$ cat config.mk
export PLATFORM = sky130hd
export DESIGN_NAME = avr_cmd_sequencer
export DESIGN_NICKNAME = d
export VERILOG_FILES = /design/src/rtl/avr_cmd_sequencer.sv
export SDC_FILE = /design/constraint.sdc
export NUM_CORES = 1
export LEC_CHECK = 0
export BUFFER_PORTS_ARGS = -buffer_cell sky130_fd_sc_hd__buf_4
export CAP_MARGIN = 30
export CORE_ASPECT_RATIO = 1.1
export CORE_MARGIN = 1.5
export CORE_UTILIZATION = 61
export DETAILED_ROUTE_END_ITERATION = 8
export MAX_ROUTING_LAYER = met4
export PLACE_DENSITY = 0.95
export SKIP_CTS_REPAIR_TIMING = 1
export SYNTH_ARGS = -nofsm -noshare
export SYNTH_HDL_FRONTEND = slang
export SYNTH_SLANG_ARGS = --single-unit
export TNS_END_PERCENT = 1
$ cat constraint.sdc
create_clock -name avr_clk -period 6.43 [get_ports avr_clk]
set_input_delay 0.3215 -clock avr_clk [delete_from_list [all_inputs] [get_ports avr_clk]]
set_output_delay 0.3215 -clock avr_clk [all_outputs]
set_load 0.005 [all_outputs]
$ cat src/rtl/avr_cmd_sequencer.sv
// Command sequencer for the CPLD command muxer: expands AVR-side requests into
// one avr_ctrl code per clock, after an init sequence that parks all latched lines.
module avr_cmd_sequencer #(
  parameter int ADDR_W     = 24,
  parameter int WE_PULSE   = 2,
  parameter int OE_WAIT    = 3,
  parameter int RST_CYCLES = 4
) (
  input  logic              avr_clk,
  input  logic              avr_reset_n,
  input  logic              cmd_valid,
  input  logic [2:0]        cmd_op,
  input  logic [ADDR_W-1:0] cmd_addr,
  input  logic              cmd_arg,
  output logic              cmd_ready,
  output logic [7:0]        avr_ctrl,
  output logic              busy,
  output logic              done,
  output logic              err,
  output logic              rd_strobe,
  output logic [2:0]        dbg_state
);

  // Handshake: a request is taken on any rising edge where cmd_valid && cmd_ready;
  // op/addr/arg are captured there, and cmd_valid is ignored while cmd_ready is low.

  typedef enum logic [2:0] {S_RESET, S_INIT, S_IDLE, S_RUN, S_DONE} state_t;

  localparam logic [7:0] C_IDLE     = 8'h01, C_RESET_LO = 8'h02, C_RESET_HI = 8'h03;
  localparam logic [7:0] C_SREG_LO  = 8'h04, C_SREG_HI  = 8'h05;
  localparam logic [7:0] C_SI_LO    = 8'h06, C_SI_HI    = 8'h07;
  localparam logic [7:0] C_OE_LO    = 8'h08, C_OE_HI    = 8'h09;
  localparam logic [7:0] C_WE_LO    = 8'h0A, C_WE_HI    = 8'h0C;
  localparam logic [7:0] C_CNT_LO   = 8'h0D, C_CNT_HI   = 8'h0E;
  localparam logic [7:0] C_MODE_LO  = 8'h0F, C_MODE_HI  = 8'h10;

  localparam logic [2:0] OP_LOAD = 3'd0, OP_WRITE = 3'd1, OP_READ = 3'd2;
  localparam logic [2:0] OP_SRST = 3'd3, OP_MODE = 3'd4;

  localparam int MAX_AW  = (ADDR_W > WE_PULSE) ? ADDR_W : WE_PULSE;
  localparam int MAX_OR  = (OE_WAIT > RST_CYCLES) ? OE_WAIT : RST_CYCLES;
  localparam int MAX_ALL = (MAX_AW > MAX_OR) ? MAX_AW : MAX_OR;
  localparam int CW_RAW  = $clog2(MAX_ALL + 3);
  // At least 3 bits so the five-step init sequence always fits.
  localparam int CW      = (CW_RAW < 3) ? 3 : CW_RAW;

  state_t            state_q, state_d;
  logic [CW-1:0]     step_q, step_d, last_step;
  logic [2:0]        op_q;
  logic              arg_q, err_q;
  logic [ADDR_W-1:0] addr_q;
  logic [7:0]        ctrl_q, ctrl_d;
  logic              accept, illegal_in;

  assign accept     = cmd_valid && (state_q == S_IDLE || state_q == S_DONE);
  assign illegal_in = (cmd_op > OP_MODE);

  function automatic logic [7:0] code_for(state_t st, logic [2:0] op, logic arg,
                                          logic [ADDR_W-1:0] addr, logic [CW-1:0] step);
    logic [ADDR_W-1:0] sh;
    logic [7:0]        c;
    c  = C_IDLE;
    // Address is shifted MSB first; step 1 carries bit ADDR_W-1.
    sh = addr << (step - CW'(1));
    if (st == S_INIT) begin
      if      (step == CW'(0)) c = C_WE_HI;
      else if (step == CW'(1)) c = C_OE_HI;
      else if (step == CW'(2)) c = C_SREG_HI;
      else if (step == CW'(3)) c = C_CNT_HI;
      else                     c = C_RESET_LO;
    end else if (st == S_RUN) begin
      case (op)
        OP_LOAD: begin
          if      (step == CW'(0))          c = C_SREG_LO;
          else if (step == CW'(ADDR_W + 1)) c = C_SREG_HI;
          else                              c = sh[ADDR_W-1] ? C_SI_HI : C_SI_LO;
        end
        OP_WRITE: begin
          if      (step <  CW'(WE_PULSE))     c = C_WE_LO;
          else if (step == CW'(WE_PULSE))     c = C_WE_HI;
          else if (step == CW'(WE_PULSE + 1)) c = C_CNT_LO;
          else                                c = C_CNT_HI;
        end
        OP_READ: begin
          if      (step <  CW'(OE_WAIT))     c = C_OE_LO;
          else if (step == CW'(OE_WAIT))     c = C_OE_HI;
          else if (step == CW'(OE_WAIT + 1)) c = C_CNT_LO;
          else                               c = C_CNT_HI;
        end
        OP_SRST: c = (step < CW'(RST_CYCLES)) ? C_RESET_HI : C_RESET_LO;
        OP_MODE: c = arg ? C_MODE_HI : C_MODE_LO;
        default: c = C_IDLE;
      endcase
    end
    return c;
  endfunction

  always_ff @(posedge avr_clk) begin
    if (!avr_reset_n) begin
      state_q <= S_RESET;
      step_q  <= '0;
      ctrl_q  <= C_IDLE;
      op_q    <= '0;
      arg_q   <= 1'b0;
      addr_q  <= '0;
      err_q   <= 1'b0;
    end else begin
      state_q <= state_d;
      step_q  <= step_d;
      ctrl_q  <= ctrl_d;
      if (accept) begin
        op_q   <= cmd_op;
        arg_q  <= cmd_arg;
        addr_q <= cmd_addr;
        err_q  <= illegal_in;
      end
    end
  end

  always_comb begin
    last_step = '0;
    case (op_q)
      OP_LOAD:  last_step = CW'(ADDR_W + 1);
      OP_WRITE: last_step = arg_q ? CW'(WE_PULSE + 2) : CW'(WE_PULSE);
      OP_READ:  last_step = arg_q ? CW'(OE_WAIT + 2) : CW'(OE_WAIT);
      OP_SRST:  last_step = CW'(RST_CYCLES);
      default:  last_step = '0;
    endcase

    state_d = state_q;
    step_d  = step_q;
    case (state_q)
      S_RESET: begin
        state_d = S_INIT;
        step_d  = '0;
      end
      S_INIT: begin
        if (step_q == CW'(4)) begin
          state_d = S_DONE;
          step_d  = '0;
        end else begin
          step_d = step_q + CW'(1);
        end
      end
      S_IDLE, S_DONE: begin
        step_d = '0;
        if (accept)                 state_d = illegal_in ? S_DONE : S_RUN;
        else if (state_q == S_DONE) state_d = S_IDLE;
      end
      S_RUN: begin
        if (step_q == last_step) begin
          state_d = S_DONE;
          step_d  = '0;
        end else begin
          step_d = step_q + CW'(1);
        end
      end
      default: begin
        state_d = S_RESET;
        step_d  = '0;
      end
    endcase
  end

  always_comb begin
    // Code for the coming cycle uses the request being accepted, if any.
    ctrl_d    = code_for(state_d, accept ? cmd_op : op_q, accept ? cmd_arg : arg_q,
                         accept ? cmd_addr : addr_q, step_d);
    cmd_ready = (state_q == S_IDLE) || (state_q == S_DONE);
    busy      = (state_q == S_RESET) || (state_q == S_INIT) || (state_q == S_RUN);
    done      = (state_q == S_DONE);
    err       = (state_q == S_DONE) && err_q;
    rd_strobe = (state_q == S_RUN) && (op_q == OP_READ) && (step_q == CW'(OE_WAIT - 1));
  end

  assign avr_ctrl  = ctrl_q;
  assign dbg_state = state_q;

endmodule

==> results of run 1 <==
-- registers in the layout, summed over array words and instances, names as in the netlist --
register   count
addr_q        24
avr_ctrl       5
step_q         5
dbg_state      3
op_q           3
arg_q          1
err_q          1
-- synthesized netlist by cell type (3+ instances only) --
cell type and instances:
nor2_1 56, dfxtp_1 42, mux2i_1 36, nand2_1 21, a21oi_1 16, o21ai_0 12, inv_1 9, nor3_1 9
buf_6 7, nand3_1 7, buf_4 6, and2_1 5, ha_1 5, clkbuf_1 4, mux2_2 4, nand2b_1 4
o211ai_1 4, a211oi_1 3, a21o_1 3, a31oi_1 3, nor4_1 3, o31a_1 3, or2_2 3, xor2_1 3
-- metal layers --
metal | global-route usage [%] | vias up
met1 | 34.9 | 1190
li1 | - | 1243
met2 | 51.3 | 126
met5 | - | -
met3 | 5.30 | 23
met4 | 13.8 | 0
-- cells in the final DEF, fill, tap and decap left out, types with 2 or more instances in the layout --
| cell | synthesis | layout |
|---|---|---|
| a211oi_1 | 3 | 3 |
| or4_1 | 2 | 2 |
| mux4_1 | 2 | 2 |
| nor2_1 | 56 | 56 |
| clkinvlp_4 | 0 | 2 |
| o21ai_0 | 12 | 12 |
| nand3_2 | 2 | 2 |
| and2_1 | 5 | 5 |
| nor4_1 | 3 | 3 |
| xor2_1 | 3 | 3 |
| conb_1 | 1 | 3 |
| clkbuf_8 | 0 | 5 |
| nand2_1 | 21 | 21 |
| nand3_1 | 7 | 7 |
| inv_1 | 9 | 9 |
| ha_1 | 5 | 5 |
| a31oi_1 | 3 | 3 |
| a22o_1 | 2 | 2 |
| clkinv_1 | 2 | 2 |
| dfxtp_1 | 42 | 42 |
| o32ai_1 | 2 | 2 |
| mux2i_1 | 36 | 36 |
| buf_4 | 6 | 44 |
| nor3_1 | 9 | 9 |
| nand2b_1 | 4 | 4 |
| a22oi_1 | 2 | 2 |
| o211ai_1 | 4 | 4 |
| o31a_1 | 3 | 3 |
| o31ai_1 | 2 | 2 |
| mux2_2 | 4 | 4 |
| a21oi_1 | 16 | 16 |
| a21o_1 | 3 | 3 |
| or2_2 | 3 | 3 |
-- stage by stage --
stage | power, mW | hold slack (ns)
after detailed placement | 0.344 | 0.448
after CTS | 0.552 | 0.267
after global placement | 0.341 | 0.448
after global routing | 0.571 | 0.268
final | 0.552 | 0.265
after floorplan | 0.317 | 0.432
-- layout make-up --
type | instances | area, sq um
clock buffer | 5 | 68.8
clock inverter | 3 | 45.0
fill | 361 | 1170
inverter | 12 | 45.0
multi-input combinational | 256 | 1770
sequential | 42 | 841
tap | 54 | 67.6
timing repair buffer | 45 | 345
-- kinds of logic (layout without fill, tap and decap cells) --
logic type               count (synthesis)  after routing  synth area share [%]
XOR/XNOR                                 5              5                  2.24
adder cells (fa/ha/maj)                  7              7                  3.00
AO/OA/AOI/OAI                           69             69                  17.5
AND/OR/NAND/NOR                        130            130                  23.8
multiplexers                            42             42                  16.4
other                                    1              3                 0.134
flip-flops                              42             42                  30.1
buffers and inverters                   30             65                  6.77
-- power by group through the flow --
stage / sequential [mW] / combinational (mW) / clock, mW
finish: 0.268 / 0.0721 / 0.212
detailed placement: 0.274 / 0.0700 / 0
global placement: 0.274 / 0.0672 / 0
global route: 0.268 / 0.0789 / 0.224
CTS: 0.267 / 0.0712 / 0.214
floorplan: 0.271 / 0.0454 / 0
-- worst max path at each step --
stage	endpoint	slack, ns	cells past startpoint	from
after floorplan	avr_ctrl[0]$_SDFF_PN1_	2.94	15	step_q[0]$_SDFF_PN0_
after global placement	avr_ctrl[0]$_SDFF_PN1_	2.37	14	step_q[0]$_SDFF_PN0_
after detailed placement	avr_ctrl[0]$_SDFF_PN1_	2.25	15	step_q[0]$_SDFF_PN0_
after CTS	avr_ctrl[0]$_SDFF_PN1_	2.19	15	step_q[0]$_SDFF_PN0_
after global routing	avr_ctrl[0]$_SDFF_PN1_	1.88	15	step_q[0]$_SDFF_PN0_
final	avr_ctrl[0]$_SDFF_PN1_	2.06	15	step_q[0]$_SDFF_PN0_
-- critical path, stage by stage, from the launching register on --
cell      delay [ns]
dfxtp_1         0.67
inv_1           0.31
ha_1            0.27
nor4bb_1        0.15
and2_1          0.19
nor2_2          0.27
nand2_1         0.17
nor2_1          0.15
ha_1            0.33
clkinv_1        0.33
mux4_1          0.30
and4_1          0.23
or2_2           0.27
a221oi_1        0.29
a311o_2         0.22
o311ai_1        0.08
==> metrics.txt, run 1 <==
die footprint=0.00499 sq mm; reg2reg setup slack=2.06 ns; synth-to-layout area growth=14.0%; root buf cell=clkbuf_8; CTS tree=yes; num ports=47; Residual DRC=0; Hold Path Origin=avr_reset_n; Post-Place Cells=409; highest routed layer=met4; die height=74.0 microns; Reg-to-Reg End=avr_ctrl[0]$_SDFF_PN1_; area share of the largest cell type after synthesis=30.1%; Final setup violation count=0; post-place setup slack=2.25 ns; WP data arrival=4.54 ns; Slew headroom=56.2%; PD cells=173 mW/mm^2; Detail Route Antenna Nets=0; Yosys cell types=74; largest net degree at the start of global routing=34; hold violation total from the final report=0; Sw Ratio=25.5%; combinational group share of total power=13.1%; area post-placement=0.00307 sq mm; Sequential Power Share=48.5%; Port-buffer cells=43; nets=398; Leak=1.23 nW; met3 wire length=392 microns; CTS Sinks=42; Net Sw Power=0.141 mW; first-pass GRT wire length=11300 microns; synthesized cell area=0.00279 sq mm; Layout Cells excl Fill=417; dominant cell type by area after synthesis=dfxtp_1; initial antenna violation count=0; Layout Skew=0.00835 ns; Worst Path Required=6.61 ns; GPL Wtd Cong=0.944; n_diodes=0; met2 wire length=3380 microns; clk slew on worst S/H paths=0.09 ns; Fin Setup TNS=0 ns; DR pass1 iterations=5; cell-internal power=0.411 mW; wire per inst=16.2 microns; Peak Freq=229 MHz; clock buffer depth=2; Worst setup EP type=flop; worst setup path class=flop to flop; share of cells above drive strength 1=21.8%; Post-synth ARST share=0%; vias in the first global route=2532; worst reg-to-reg path cell count=15; fin area=0.00318 sq mm; prevailing post-synth register cell=dfxtp_1; GRT overflow=0; row count=25; total number of vias=2582; hold path cells=2; die width=67.5 microns; worst-skew pair later-pin latency=0.30 ns; Clk pwr share=38.4%; largest cells by area after synthesis=dfxtp_1, mux2i_1, nor2_1; synthesized instance count=326; post-layout min period=4.37 ns; all-layer global routing usage=30.4%; # H-tree levels=2; post-DP HPWL=4940 microns; final worst setup slack=2.06 ns; worst hold endpoint=dbg_state[2]$_SDFF_PN0_; met1 WL=2770 microns; Mean Syn Cell Area=8.56 sq um; startpoint types=flop; Total Wirelength=6760 microns; maximum vdd ir drop=0.177 mV; crit path max fanout=13; RSZ-0062 raised after global routing=no; initial core utilization=64.2%; Synth Register Bits=42; Syn. warnings=0; sequential-to-total area share from yosys stat=30.1%; status=complete, no violations; Via-to-Cell Ratio=6.19; Hold/Removal Path Class=input pin to flop; Final Cycle Share=67.9%; Post-Route Utilization=73.2%; drt first-iter violations=223; core footprint=0.00435 sq mm; max cap viols=0; Slew Limit Fails=0; Least-Margin Pin Slew=0.658 ns; worst r2r src=step_q[0]$_SDFF_PN0_; Post-synth EDFFs=0; CTS buffer count=5
No activity file was read; power rests on OpenSTA's default activity.
==> run 2, diff against run 1 <==
CORE_UTILIZATION = 51   (was 61)
PLACE_DENSITY = 0.85   (was 0.95)
clock period = 3.7 ns   (was 6.43 ns; I/O delays follow)
==> metrics.txt, run 2 (synthesis gave the netlist of run 1 again) <==
status=complete, no violations; crit path max fanout=7; CTS Sinks=42; Residual DRC=0; area post-placement=0.00318 sq mm; Post-Route Utilization=61.8%; vias in the first global route=2437; GRT busiest layer=met2; Leak=1.29 nW; drt first-iter violations=218; Peak Freq=289 MHz; share of cells above drive strength 1=24.3%; nets=410; cell-internal power=0.722 mW; worst setup path class=flop to flop; Layout Skew=0.00472 ns; Slowest cell on crit path=a221o_2; Via-to-Cell Ratio=5.84; Net Sw Power=0.239 mW; core footprint=0.00533 sq mm; most frequent cells in the layout=buf_4, nor2_1, dfxtp_1, mux2i_1, nand2_1; Sequential Power Share=48.1%; startpoint types=flop; Clk pwr share=37.6%; maximum vdd ir drop=0.252 mV; global routing usage on met3=4.02%; fin area=0.00329 sq mm; Slew headroom=55.5%; die footprint=0.00593 sq mm; WP data arrival=3.61 ns; Worst Path Required=3.86 ns; Sw Ratio=24.9%; worst-skew pair later-pin latency=0.29 ns; synth-to-layout area growth=18.0%; flip-flop count of the largest register after layout=24; Max stage delay on crit path=0.48 ns; Total Wirelength=6670 microns; DR pass1 iterations=4; GRT overflow=0; clock buffer depth=2; initial core utilization=52.4%; post-DP HPWL=5110 microns; Layout Cells excl Fill=450; all-layer global routing usage=24.7%; PD cells=292 mW/mm^2; Hold Path Origin=cmd_addr[3]; Worst setup EP type=flop; fillcell total=505; CTS tree=yes; Final Cycle Share=93.4%; Fin Setup TNS=0 ns; clk slew on worst S/H paths=0.08 ns; GR Layer Usage met1=29.6%; # H-tree levels=2; Least-Margin Pin Slew=0.667 ns; Port-buffer cells=43; sequence of cells on the critical path=nor4b_2, a22oi_2, a221o_2, nand2_1, nor2_1, ha_1, clkinv_1, mux4_1, and4_1, or2_2, a221oi_1, a311o_2, o311ai_1; Hold/Removal Path Class=input pin to flop; Critical Path Source=step_q[1]$_SDFF_PN0_; post-layout min period=3.46 ns; Biggest register=addr_q; Detail Route Antenna Nets=0; GRT met2 Usage=41.8%; combinational group share of total power=14.2%; first-pass GRT wire length=11200 microns; root buf cell=clkbuf_8; worst r2r src=step_q[1]$_SDFF_PN0_; Slew Limit Fails=0; Final setup violation count=0; Tot Pwr=0.961 mW; die width=73.5 microns; RSZ-0062 raised after global routing=no; total number of vias=2628; max cap viols=0; n_diodes=0; die height=80.6 microns; initial antenna violation count=0; largest net degree at the start of global routing=37; wire per inst=14.8 microns; row count=28; num ports=47; most common cell after layout, fill and taps aside=buf_4; GPL Wtd Cong=0.965; Post-Place Cells=442; CTS buffer count=5; hold violation total from the final report=0
[run 2: cell types whose count changed in the layout (fill, tap and decap cells not counted)]
cell        previous run  this run
nor4b_1                1         0
buf_4                 44        57
nor4b_2                0         1
buf_8                  1         0
clkbuf_1               0         1
clkinvlp_4             2         1
[run 2: metrics by stage]
step	setup slack [ns]	hold slack, ns
4_1_cts	0.137	0.130
6_report	0.244	0.136
2_1_floorplan	0.214	0.307
3_5_place_dp	0.162	0.443
3_3_place_gp	0.335	0.429
5_1_grt	0.0650	0.132
[run 2: path summary, 6_finish.rpt]
path                            end  slack, ns  cells past startpoint
min            addr_q[3]$_SDFF_PN0_       0.14                      3
max reg2reg  avr_ctrl[0]$_SDFF_PN1_       0.24                     13
min reg2reg    addr_q[3]$_SDFF_PN0_       0.45                      2
max          avr_ctrl[0]$_SDFF_PN1_       0.24                     13
[run 2: critical path: cells and delay by family (launching register included)]
| family | cells | cell delay (ns) |
|---|---|---|
| AO/OA/AOI/OAI | 5 | 1.17 |
| adder cells (fa/ha/maj) | 1 | 0.30 |
| buffers and inverters | 1 | 0.08 |
| flip-flops | 1 | 0.47 |
| multiplexers | 1 | 0.29 |
| AND/OR/NAND/NOR | 5 | 1.02 |
[run 2: area by class of cell]
| cell class | instances | area (sq um) | area share (%) |
|---|---|---|---|
| multi-input combinational | 256 | 1780 | 53.9 |
| sequential | 42 | 841 | 25.5 |
| timing repair buffer | 57 | 428 | 13.0 |
| tap | 75 | 93.8 | 2.85 |
| clock buffer | 6 | 72.6 | 2.20 |
| inverter | 12 | 45.0 | 1.37 |
| clock inverter | 2 | 37.5 | 1.14 |
[run 2: power by group through the flow]
stage	Sequential, mW	Clock, mW	Combinational [mW]
2_1_floorplan	0.471	0	0.0788
3_3_place_gp	0.473	0	0.134
3_5_place_dp	0.473	0	0.135
4_1_cts	0.463	0.370	0.136
5_1_grt	0.463	0.385	0.151
6_report	0.463	0.362	0.137
[run 2: routing by layer]
metal,part of all wire (%),routed length (microns)
met4,2.3,153
met2,50,3300
met1,44,2950
met3,4.0,264
met5,0,0
